==> config.mk <==
export PLATFORM = sky130hd
export DESIGN_NAME = scalar_mult_ctrl
export DESIGN_NICKNAME = d
export VERILOG_FILES = /design/src/rtl/scalar_mult_ctrl.sv
export SDC_FILE = /design/constraint.sdc
export NUM_CORES = 1
export LEC_CHECK = 0
export BUFFER_PORTS_ARGS = -buffer_cell sky130_fd_sc_hd__clkbuf_2
export CORE_MARGIN = 2
export CORE_UTILIZATION = 55
export CTS_BUF_LIST = sky130_fd_sc_hd__clkbuf_2 sky130_fd_sc_hd__clkbuf_4 sky130_fd_sc_hd__clkbuf_8
export CTS_CLUSTER_DIAMETER = 80
export CTS_CLUSTER_SIZE = 30
export DETAILED_ROUTE_END_ITERATION = 8
export PLACE_DENSITY = 0.93
export SLEW_MARGIN = 0
export SYNTH_ARGS = -nofsm -noshare
export SYNTH_HDL_FRONTEND = slang
export SYNTH_SLANG_ARGS = --single-unit
==> constraint.sdc <==
create_clock -name i_clk -period 2 [get_ports i_clk]
set_input_delay 0.4 -clock i_clk [delete_from_list [all_inputs] [get_ports i_clk]]
set_output_delay 0.4 -clock i_clk [all_outputs]
set_load 0.02 [all_outputs]
==> src/rtl/scalar_mult_ctrl.sv <==
// Sequencer for LSB-first double-and-add scalar multiplication R = k*P.
// Drives the key shifter and the shared point add/double units through pulse handshakes.
module scalar_mult_ctrl #(
  parameter int KEY_W = 32,
  parameter int CNT_W = 6
) (
  input  logic             i_clk,
  input  logic             i_rst_n,
  input  logic             i_start,
  input  logic             i_k_bit,
  output logic             o_shift_req,
  input  logic             i_shift_done,
  output logic             o_acc_load,
  output logic             o_add_start,
  input  logic             i_add_done,
  output logic             o_dbl_start,
  input  logic             i_dbl_done,
  output logic             o_busy,
  output logic             o_done,
  output logic             o_r_inf,
  output logic [CNT_W-1:0] o_bit_idx
);

  typedef enum logic [2:0] {
    IDLE,
    FETCH,
    WSHIFT,
    ADD,
    WADD,
    DBL,
    WDBL,
    DONE
  } state_t;

  localparam logic [CNT_W-1:0] LAST_IDX = CNT_W'(KEY_W - 1);

  state_t state;
  logic   k_r;
  logic   last_bit;

  assign last_bit = (o_bit_idx == LAST_IDX);

  // The doubling of Q after the final bit would be wasted work, so the last
  // iteration exits to DONE instead of DBL.
  always_ff @(posedge i_clk or negedge i_rst_n) begin
    if (!i_rst_n) begin
      state       <= IDLE;
      k_r         <= 1'b0;
      o_shift_req <= 1'b0;
      o_acc_load  <= 1'b0;
      o_add_start <= 1'b0;
      o_dbl_start <= 1'b0;
      o_busy      <= 1'b0;
      o_done      <= 1'b0;
      o_r_inf     <= 1'b1;
      o_bit_idx   <= '0;
    end else begin
      o_shift_req <= 1'b0;
      o_acc_load  <= 1'b0;
      o_add_start <= 1'b0;
      o_dbl_start <= 1'b0;
      o_done      <= 1'b0;

      case (state)
        IDLE: begin
          if (i_start) begin
            o_r_inf   <= 1'b1;
            o_bit_idx <= '0;
            o_busy    <= 1'b1;
            state     <= FETCH;
          end
        end

        FETCH: begin
          k_r         <= i_k_bit;
          o_shift_req <= 1'b1;
          state       <= WSHIFT;
        end

        WSHIFT: begin
          if (i_shift_done) begin
            if (k_r) begin
              state <= ADD;
            end else if (last_bit) begin
              state <= DONE;
            end else begin
              state <= DBL;
            end
          end
        end

        // While R is still at infinity the first set bit is a plain copy of Q,
        // which needs no arithmetic unit and therefore no wait state.
        ADD: begin
          if (o_r_inf) begin
            o_acc_load <= 1'b1;
            o_r_inf    <= 1'b0;
            state      <= last_bit ? DONE : DBL;
          end else begin
            o_add_start <= 1'b1;
            state       <= WADD;
          end
        end

        WADD: begin
          if (i_add_done) begin
            state <= last_bit ? DONE : DBL;
          end
        end

        DBL: begin
          o_dbl_start <= 1'b1;
          state       <= WDBL;
        end

        WDBL: begin
          if (i_dbl_done) begin
            if (!last_bit) begin
              o_bit_idx <= o_bit_idx + CNT_W'(1);
            end
            state <= FETCH;
          end
        end

        DONE: begin
          o_done <= 1'b1;
          o_busy <= 1'b0;
          state  <= IDLE;
        end

        default: begin
          state <= IDLE;
        end
      endcase
    end
  end

endmodule

Yosys cells after proc, flatten, opt, wreduce, memory -nomap -nowiden

Index checks and enable logic that the tools add are counted.

Register bits after elaboration: 17

Add/sub/neg operators: 1
Equality and inequality tests: 13
Multiplexer cells: 22
Reduce and logical (&&, ||, !) cells: 8

Operators by type and width:

| kind                  | count |
|---|---|
| $pmux W3 S8           | 1 |
| $mux W3               | 6 |
| $mux W6               | 3 |
| $eq A3 B3 Y1 const B  | 4 |
| $pmux W6 S2           | 1 |
| $ne A2 B2 Y1 const B  | 5 |
| $mux W1               | 8 |
| $reduce_and A4 Y1     | 2 |
| $add A6 B1 Y6 const B | 1 |
| $eq A3 B2 Y1 const B  | 2 |
| $eq A6 B5 Y1 const B  | 1 |
| $reduce_bool A2 Y1    | 3 |
| $pmux W1 S2           | 2 |
| $reduce_and A2 Y1     | 2 |
| $eq A3 B1 Y1 const B  | 1 |
| $logic_not A3 Y1      | 1 |
| $mux W2               | 1 |

Longest topological paths before layout

Gate-level depths: netlist of the first run.

Word-level depth: 5
Mapped depth: 5

Worst setup path before layout of the first run

OpenSTA, ideal clock, no wires.

Kind: register -> register
From: reg o_bit_idx[0]
To: reg o_bit_idx[0]
Library setup time: 128 ps
Data arrival time: 1558 ps
Data required time: 1872 ps
Slack: 315 ps
Cell stages (with the launch flop): 6
Buffers on the path: 0
Cells stage by stage: dfrtp_1 > ha_1 > nand2_2 > o31ai_4 > a21oi_2 > mux2_1

Cells in the longest elaborated chain, start to end: 4
Elaborated cells between the ends (all ways): 7
Classes of those cells: add/sub (1); eq/ne (2); mux (3); reduce/logical (1)

RTL lines:

| element                  | RTL line | source |
|---|---|---|
| start: declaration       | 21       | `output logic [CNT_W-1:0] o_bit_idx` |
| start signal: assignment | 119      | `o_bit_idx <= o_bit_idx + CNT_W'(1);` |
| $add A6 B1 Y6            | 119      |  |
| $mux W6                  | 118      | `if (!last_bit) begin` |
| $mux W6                  | 117      | `if (i_dbl_done) begin` |
| $pmux W6 S2              | 64       | `case (state)` |

Parallel ways exist; a longest one is shown, timed or not. The select of a mux whose other input is x is not followed.
A chain may end at the register's enable or synchronous reset.

Final worst setup path of the first run

From: reg o_bit_idx[0]
To: reg o_bit_idx[1]

The elaborated chain is that of the path after synthesis.

==> results of run 1 <==
[critical path, delay by kind of cell, from the launching register on]
family                   cells  cell delay, ns
multiplexers                 1            0.33
AND/OR/NAND/NOR              1            0.10
flip-flops                   1            0.43
adder cells (fa/ha/maj)      1            0.24
AO/OA/AOI/OAI                2            0.48
[metrics by stage]
stage	cells	utilization	hold WS [ns]
after floorplan	87	-	0.104
after global placement	118	0.649	0.345
after detailed placement	118	0.649	0.352
after CTS	122	0.667	0.0320
after global routing	122	0.667	0.0572
final	122	0.667	0.0196
[final timing paths]
kind / start / to
max in group asynchronous: i_rst_n / o_r_inf
min in group i_clk: i_k_bit / k_r
hold reg to reg: o_busy / o_busy
setup reg to reg: o_bit_idx[0] / o_bit_idx[1]
hold / removal: i_rst_n / k_r
setup / recovery: o_bit_idx[0] / o_bit_idx[1]
[state kept, by name (all words and copies together), names as in the netlist]
register and flops:
o_bit_idx 6, state 3, k_r 1, o_acc_load 1
o_add_start 1, o_busy 1, o_dbl_start 1, o_done 1
o_r_inf 1, o_shift_req 1
[routing by layer]
layer / part of all wire / track usage / vias up
li1: - / - / 342
met1: 0.42 / 0.259 / 340
met2: 0.49 / 0.351 / 35
met3: 0.075 / 0.0286 / 4
met4: 0.017 / 0.0909 / 0
met5: 0 / 0 / -
[where the power goes]
group          switching (mW)  internal [mW]
logic                   0.306          0.215
registers               0.179          0.458
clock network           0.110         0.0742
total                   0.595          0.747
[area by class of cell]
type	instances	area share
Inverter	3	0.0111
Clock buffer	3	0.0222
Sequential cell	17	0.420
Tap cell	16	0.0197
Multi-Input combinational cell	63	0.429
Clock inverter	1	0.00493
Timing Repair Buffer	19	0.0936
[synthesized netlist by cell type]
library cell	count	area (sq um)
nand2b_1	5	31.3
or2_4	1	8.76
nand2_2	2	12.5
o21bai_1	1	7.51
o21ai_0	7	35.0
a211oi_1	2	15.0
nor2b_1	1	6.26
mux2_2	1	11.3
nor3b_1	2	15.0
and3_1	1	6.26
and3_2	1	7.51
buf_4	1	7.51
a21oi_2	1	8.76
o31ai_4	1	21.3
inv_1	3	11.3
clkbuf_8	1	13.8
nand2_1	9	33.8
mux2i_1	4	40.0
mux2_1	2	22.5
nor2_1	4	15.0
nand3_1	3	15.0
dfstp_2	1	26.3
a21oi_1	4	20.0
nor3_1	4	20.0
a2111oi_4	1	27.5
o311ai_1	1	8.76
ha_1	1	12.5
dfrtp_1	16	400
o31ai_1	1	7.51
nand2b_4	1	13.8
or3_1	1	6.26
nor4_1	1	6.26
clkbuf_1	2	7.51
[cell usage in the layout (no fill, tap or decap), drive strengths merged]
master,instances
nand3,3
dfstp,1
clkinv,1
nand2b,6
a21oi,5
mux2,3
nand2,11
or2,1
o31ai,2
o21bai,1
o311ai,1
dfrtp,16
mux2i,4
or3,1
nor2,4
nor4,1
nor2b,1
a211oi,2
inv,3
ha,1
a2111oi,1
clkbuf,22
and3,2
o21ai,7
nor3b,2
nor3,4
[cells by family after synthesis]
family / count (synthesis)
compound gates: 19
fa+ha+maj: 1
buf+inv: 7
simple gates: 36
mux: 7
flops: 17
==> impl_results.md, run 1 <==
- Max Root-Sink Buffers: 2
- Dpl cell area: 988 sq um
- Final #Nets: 115
- RSZ-0062 raised after global routing: false
- Pleak: 0.472 nW
- Adder-Cell Fraction of Synth Area: 0.0139
- Worst slack, placed: 0.349 ns
- Diode count: 0
- Initial DRC Count: 20
- Via count of the first global-routing pass: 676
- Post-CTS resize count: 0
- Slew Limit Fails: 0
- Die outline width: 44.5 microns
- Routability cong.: 0.821
- Pwr Total: 1.34 mW
- Fill count: 122
- CP Max Fanout: 5
- Clk_skew: 0.00226 ns
- Final instance area: 0.00102 sq mm
- Multi-input gate area: 435 sq um
- Row count: 14
- Initial antenna violation count: 0
- Xor-xnor portion of the synthesized cell area: 0
- Peak supply drop: 0.938 mV
- Synth Area per Inst: 10.4 sq um
- Req. time, crit path: 2.18 ns
- Clock sink count: 17
- Crit. End Element: flop
- Final Hold Viols: 0
- IO Port Bufs: 19
- Max Fclk: 0.591 GHz
- Routed wire per std cell: 14.6 microns
- Slew HR: 0.631
- Global-route wire length before repair: 2970 microns
- Worst Setup Start Kind: flop
- H-tree Lvls: 1
- Worst EP arrival: 1.87 ns
- Setup TNS Final: 0 ns
- Hold Buf Count CTS: 0
- Depth of the most critical reg-to-reg path: 5
- Tcrit/Tclk final: 0.846
- Yosys warns: 0
- Max incr delay on CP: 0.43 ns
- Die Height: 44.5 microns
- Drt pass-1 iters: 4
- Synth Area in Compound Gates: 0.168
- Routed Antenna Nets: 0
- IO Count: 20
- R2R Setup Slk: 0.31 ns
- Via count: 721
- # DRC: 0
- PwrDens: 1320 mW/mm^2
- Status: complete, no violations
- Post-Syn Area: 902 sq um
- CTS tree: built
- Register bit count reported by yosys: 17
- HP Class: input pin to asynchronous set/reset pin
- Die Area: 0.00198 sq mm
- Mux share of post-synthesis cell area: 0.0818
- Sequential area share after synthesis: 0.473
- Cells after Synth: 87
- Total CTS buffers: 3
- HPWL after DPL: 1260 microns
- CP Cell Sequence: ha_1 -> nand2_2 -> o31ai_4 -> a21oi_2 -> mux2_1
- Grt ovf: 0
- Clk Latency, worst-skew pair: 0.29 ns
- Clock root buffer: clkbuf_4
- Worst Slack Setup Final: 0.307 ns
- Via/cell ratio: 5.91
- Setup Crit Path Kind: flop to flop
- Largest net degree at the start of global routing: 18
- Actual slew at the worst max-slew pin: 0.554 ns
- Initial Utilization: 0.592
- Area grow syn2layout: 12.6%
- Main combinational cell family by area after synthesis: simple AND/OR/NAND/NOR gates
- Final Setup Violations: 0
- Post-CTS setup buffers: 0
- Gr usage total: 0.206
- Max_cap viols: 0
- Layout cells sized above 1: 0.311
- Core area: 0.00152 sq mm
- Synthesized Nets: 95
- Clock slew at reported path FFs: 0.10 ns
- Min Tclk post-route: 1.69 ns
- Slowest stage cell on the critical path: dfrtp_1
- Synth cell types: 33
- Reg area: 427 sq um
- Post-Route WL: 1790 microns
- Post-synthesis simple-gate area fraction: 0.219
Note: power is estimated with default switching activity, not from simulation.
==> run 2: changes to the inputs <==
- ABC_AREA: unset -> 1
- CORE_UTILIZATION: 55 -> 50
- PLACE_DENSITY: 0.93 -> 0.89
- clock period: 2 -> 1.5 ns (I/O delays scaled with it)
==> run 2 against run 1 <==
Compared with the run above: combinational power increased by 80%; critical path depth is 3 higher; fmax up 23%; power is 41% higher; non-clock buffer count rose by 6; utilization decreased by 0.79 points; via count up 11%; largest cell class unchanged; largest power group is now combinational cells.
==> impl_results.md, run 2 <==
- Gr usage total: 0.204
- Yosys warns: 0
- Max Root-Sink Buffers: 2
- Initial antenna violation count: 0
- Hold WS: 0.192 ns
- Setup Crit Path Kind: flop to flop
- Clock sink count: 17
- CP startpoint: state[2]
- Crit. End Element: flop
- Routed Antenna Nets: 0
- Most frequent cells in the layout: 35 x nand2_1, 19 x clkbuf_2, 15 x dfrtp_1
- Commonest non-fill, non-tap cell in the layout: nand2_1
- IO Count: 20
- Clk Latency, worst-skew pair: 0.31 ns
- Sequential area share after synthesis: 0.453
- Total CTS buffers: 3
- Routability cong.: 0.854
- H-tree Lvls: 1
- Actual slew at the worst max-slew pin: 0.420 ns
- Global-route wire length before repair: 3200 microns
- Die outline width: 47.4 microns
- CP Cell Sequence: inv_1 -> nand3_2 -> o21ai_4 -> inv_4 -> nand2_4 -> buf_12 -> nand2_2 -> o21ai_2
- HPWL after DPL: 1520 microns
- Synthesized Nets: 119
- Max_cap viols: 0
- Drt pass-1 iters: 4
- PwrDens: 1640 mW/mm^2
- Via count: 799
- Post-synth top area cell: dfrtp_1
- Slew HR: 0.720
- RSZ-0062 raised after global routing: false
- Setup TNS Final: 0 ns
- Die Area: 0.00225 sq mm
- Worst EP arrival: 1.62 ns
- Synth cell types: 22
- CP Max Fanout: 7
- HP Class: input pin to flop
- Clk_skew: 0.00751 ns
- Diode count: 0
- Reg area: 428 sq um
- RR Startpoint: state[2]
- Req. time, crit path: 1.75 ns
- CTS tree: built
- Max incr delay on CP: 0.43 ns
- Row count: 15
- Synth cell count leaders: 35 x nand2_1, 16 x dfrtp_1, 13 x inv_1
- Via count of the first global-routing pass: 773
- Clock slew at reported path FFs: 0.11 ns
- Fill count: 144
- Synth async-reset ratio: 1.00
- Clock root buffer: clkbuf_4
- Tcrit/Tclk final: 0.917
- Min Tclk post-route: 1.38 ns
- Cells after Synth: 111
- Core area: 0.00175 sq mm
- Grt ovf: 0
- Initial Utilization: 0.540
- Final #Nets: 148
- IO Port Bufs: 19
- Synth Area per Inst: 8.49 sq um
- Hold path startpoint: i_k_bit
- Final Setup Violations: 0
- Pleak: 0.623 nW
- Slowest stage cell on the critical path: dfrtp_1
- Post-Syn Area: 942 sq um
- Pwr Total: 1.89 mW
- Status: complete, no violations
- Multi-input gate area: 449 sq um
- Yosys top cell area share: 0.425
- Worst Setup Start Kind: flop
- Routed wire per std cell: 11.7 microns
- Max reg flops: 6
- Top cells by area, synth: dfrtp_1 42%, nand2_1 14%, o21ai_2 6.5%, inv_1 5.2%, nand3_1 3.7%
- Max Fclk: 0.727 GHz
- Largest Register: o_bit_idx
- Count leader, synth: nand2_1
- Post-Route WL: 1910 microns
- Final Hold Viols: 0
- Largest net degree at the start of global routing: 18
- Regs by FF count: o_bit_idx x6, state x3
- Slew Limit Fails: 0
- Number of synthesized flops with an enable pin: 0
- Initial DRC Count: 10
- # DRC: 0
- Register bit count reported by yosys: 17
- Layout cells sized above 1: 0.381
- Peak supply drop: 1.01 mV
- Via/cell ratio: 4.87
- Die Height: 47.4 microns
- Top_reg_cell synth: dfrtp_1
- Area grow syn2layout: 22.0%
==> run 2: what timing repair did <==
action,4_1_cts,5_1_grt
hold endpoints to repair,16,0
setup buffers,0,1
hold buffers,1,0
gates resized for setup,0,5
setup endpoints to repair,0,8
==> run 2: final cells by class <==
class	count	area share
inverter	15	0.0511
clock inverter	1	0.00435
clock buffer	3	0.0196
tap	25	0.0272
timing repair buffer	25	0.135
sequential	17	0.372
multi-input combinational	78	0.391
==> run 2: logic make-up after synthesis <==
| family | share of synthesized area |
|---|---|
| AOI/OAI and AO/OA | 0.138 |
| xor gates and xnor gates | 0.00930 |
| adders and majority gates | 0.0133 |
| buffers and inverters | 0.0837 |
| DFF | 0.453 |
| and+or+nand+nor | 0.303 |
==> run 2: power by group <==
part	leakage, nW	switching (mW)	internal, mW
clock	0.0177	0.160	0.0997
sequential	0.220	0.114	0.582
combinational	0.385	0.581	0.353
==> run 2: metrics by stage <==
stage	area [sq um]	util	cells	setup slack (ns)
floorplan	942	-	111	0.0296
global route	1150	0.659	164	0.0110
finish	1150	0.659	164	0.125
detailed placement	1090	0.625	158	0.104
CTS	1130	0.647	163	0.0685
global placement	1090	0.625	158	0.0970
==> run 2: per-layer routing <==
metal  vias up  wire [microns]  track usage
li1        410               -            -
met1       362             845        0.251
met2        20             956        0.338
met3         7              61       0.0302
met4         0              48        0.117
met5         -               0            0
==> run 2: path summary, 6_finish.rpt <==
kind	endpoint	slack, ns	depth (start not counted)
max	o_bit_idx[3]	0.12	8
min	k_r	0.19	3
max reg2reg	o_bit_idx[3]	0.12	8
min reg2reg	o_r_inf	0.49	2
max in group asynchronous	o_r_inf	0.72	2
min in group asynchronous	o_bit_idx[5]	0.45	2
==> run 2: worst max-delay path, delay by kind of cell, from the launching register on <==
family / cells / cell delay [ns]
buffers and inverters: 3 / 0.34
and+or+nand+nor: 3 / 0.29
AOI/OAI and AO/OA: 2 / 0.25
DFF: 1 / 0.43
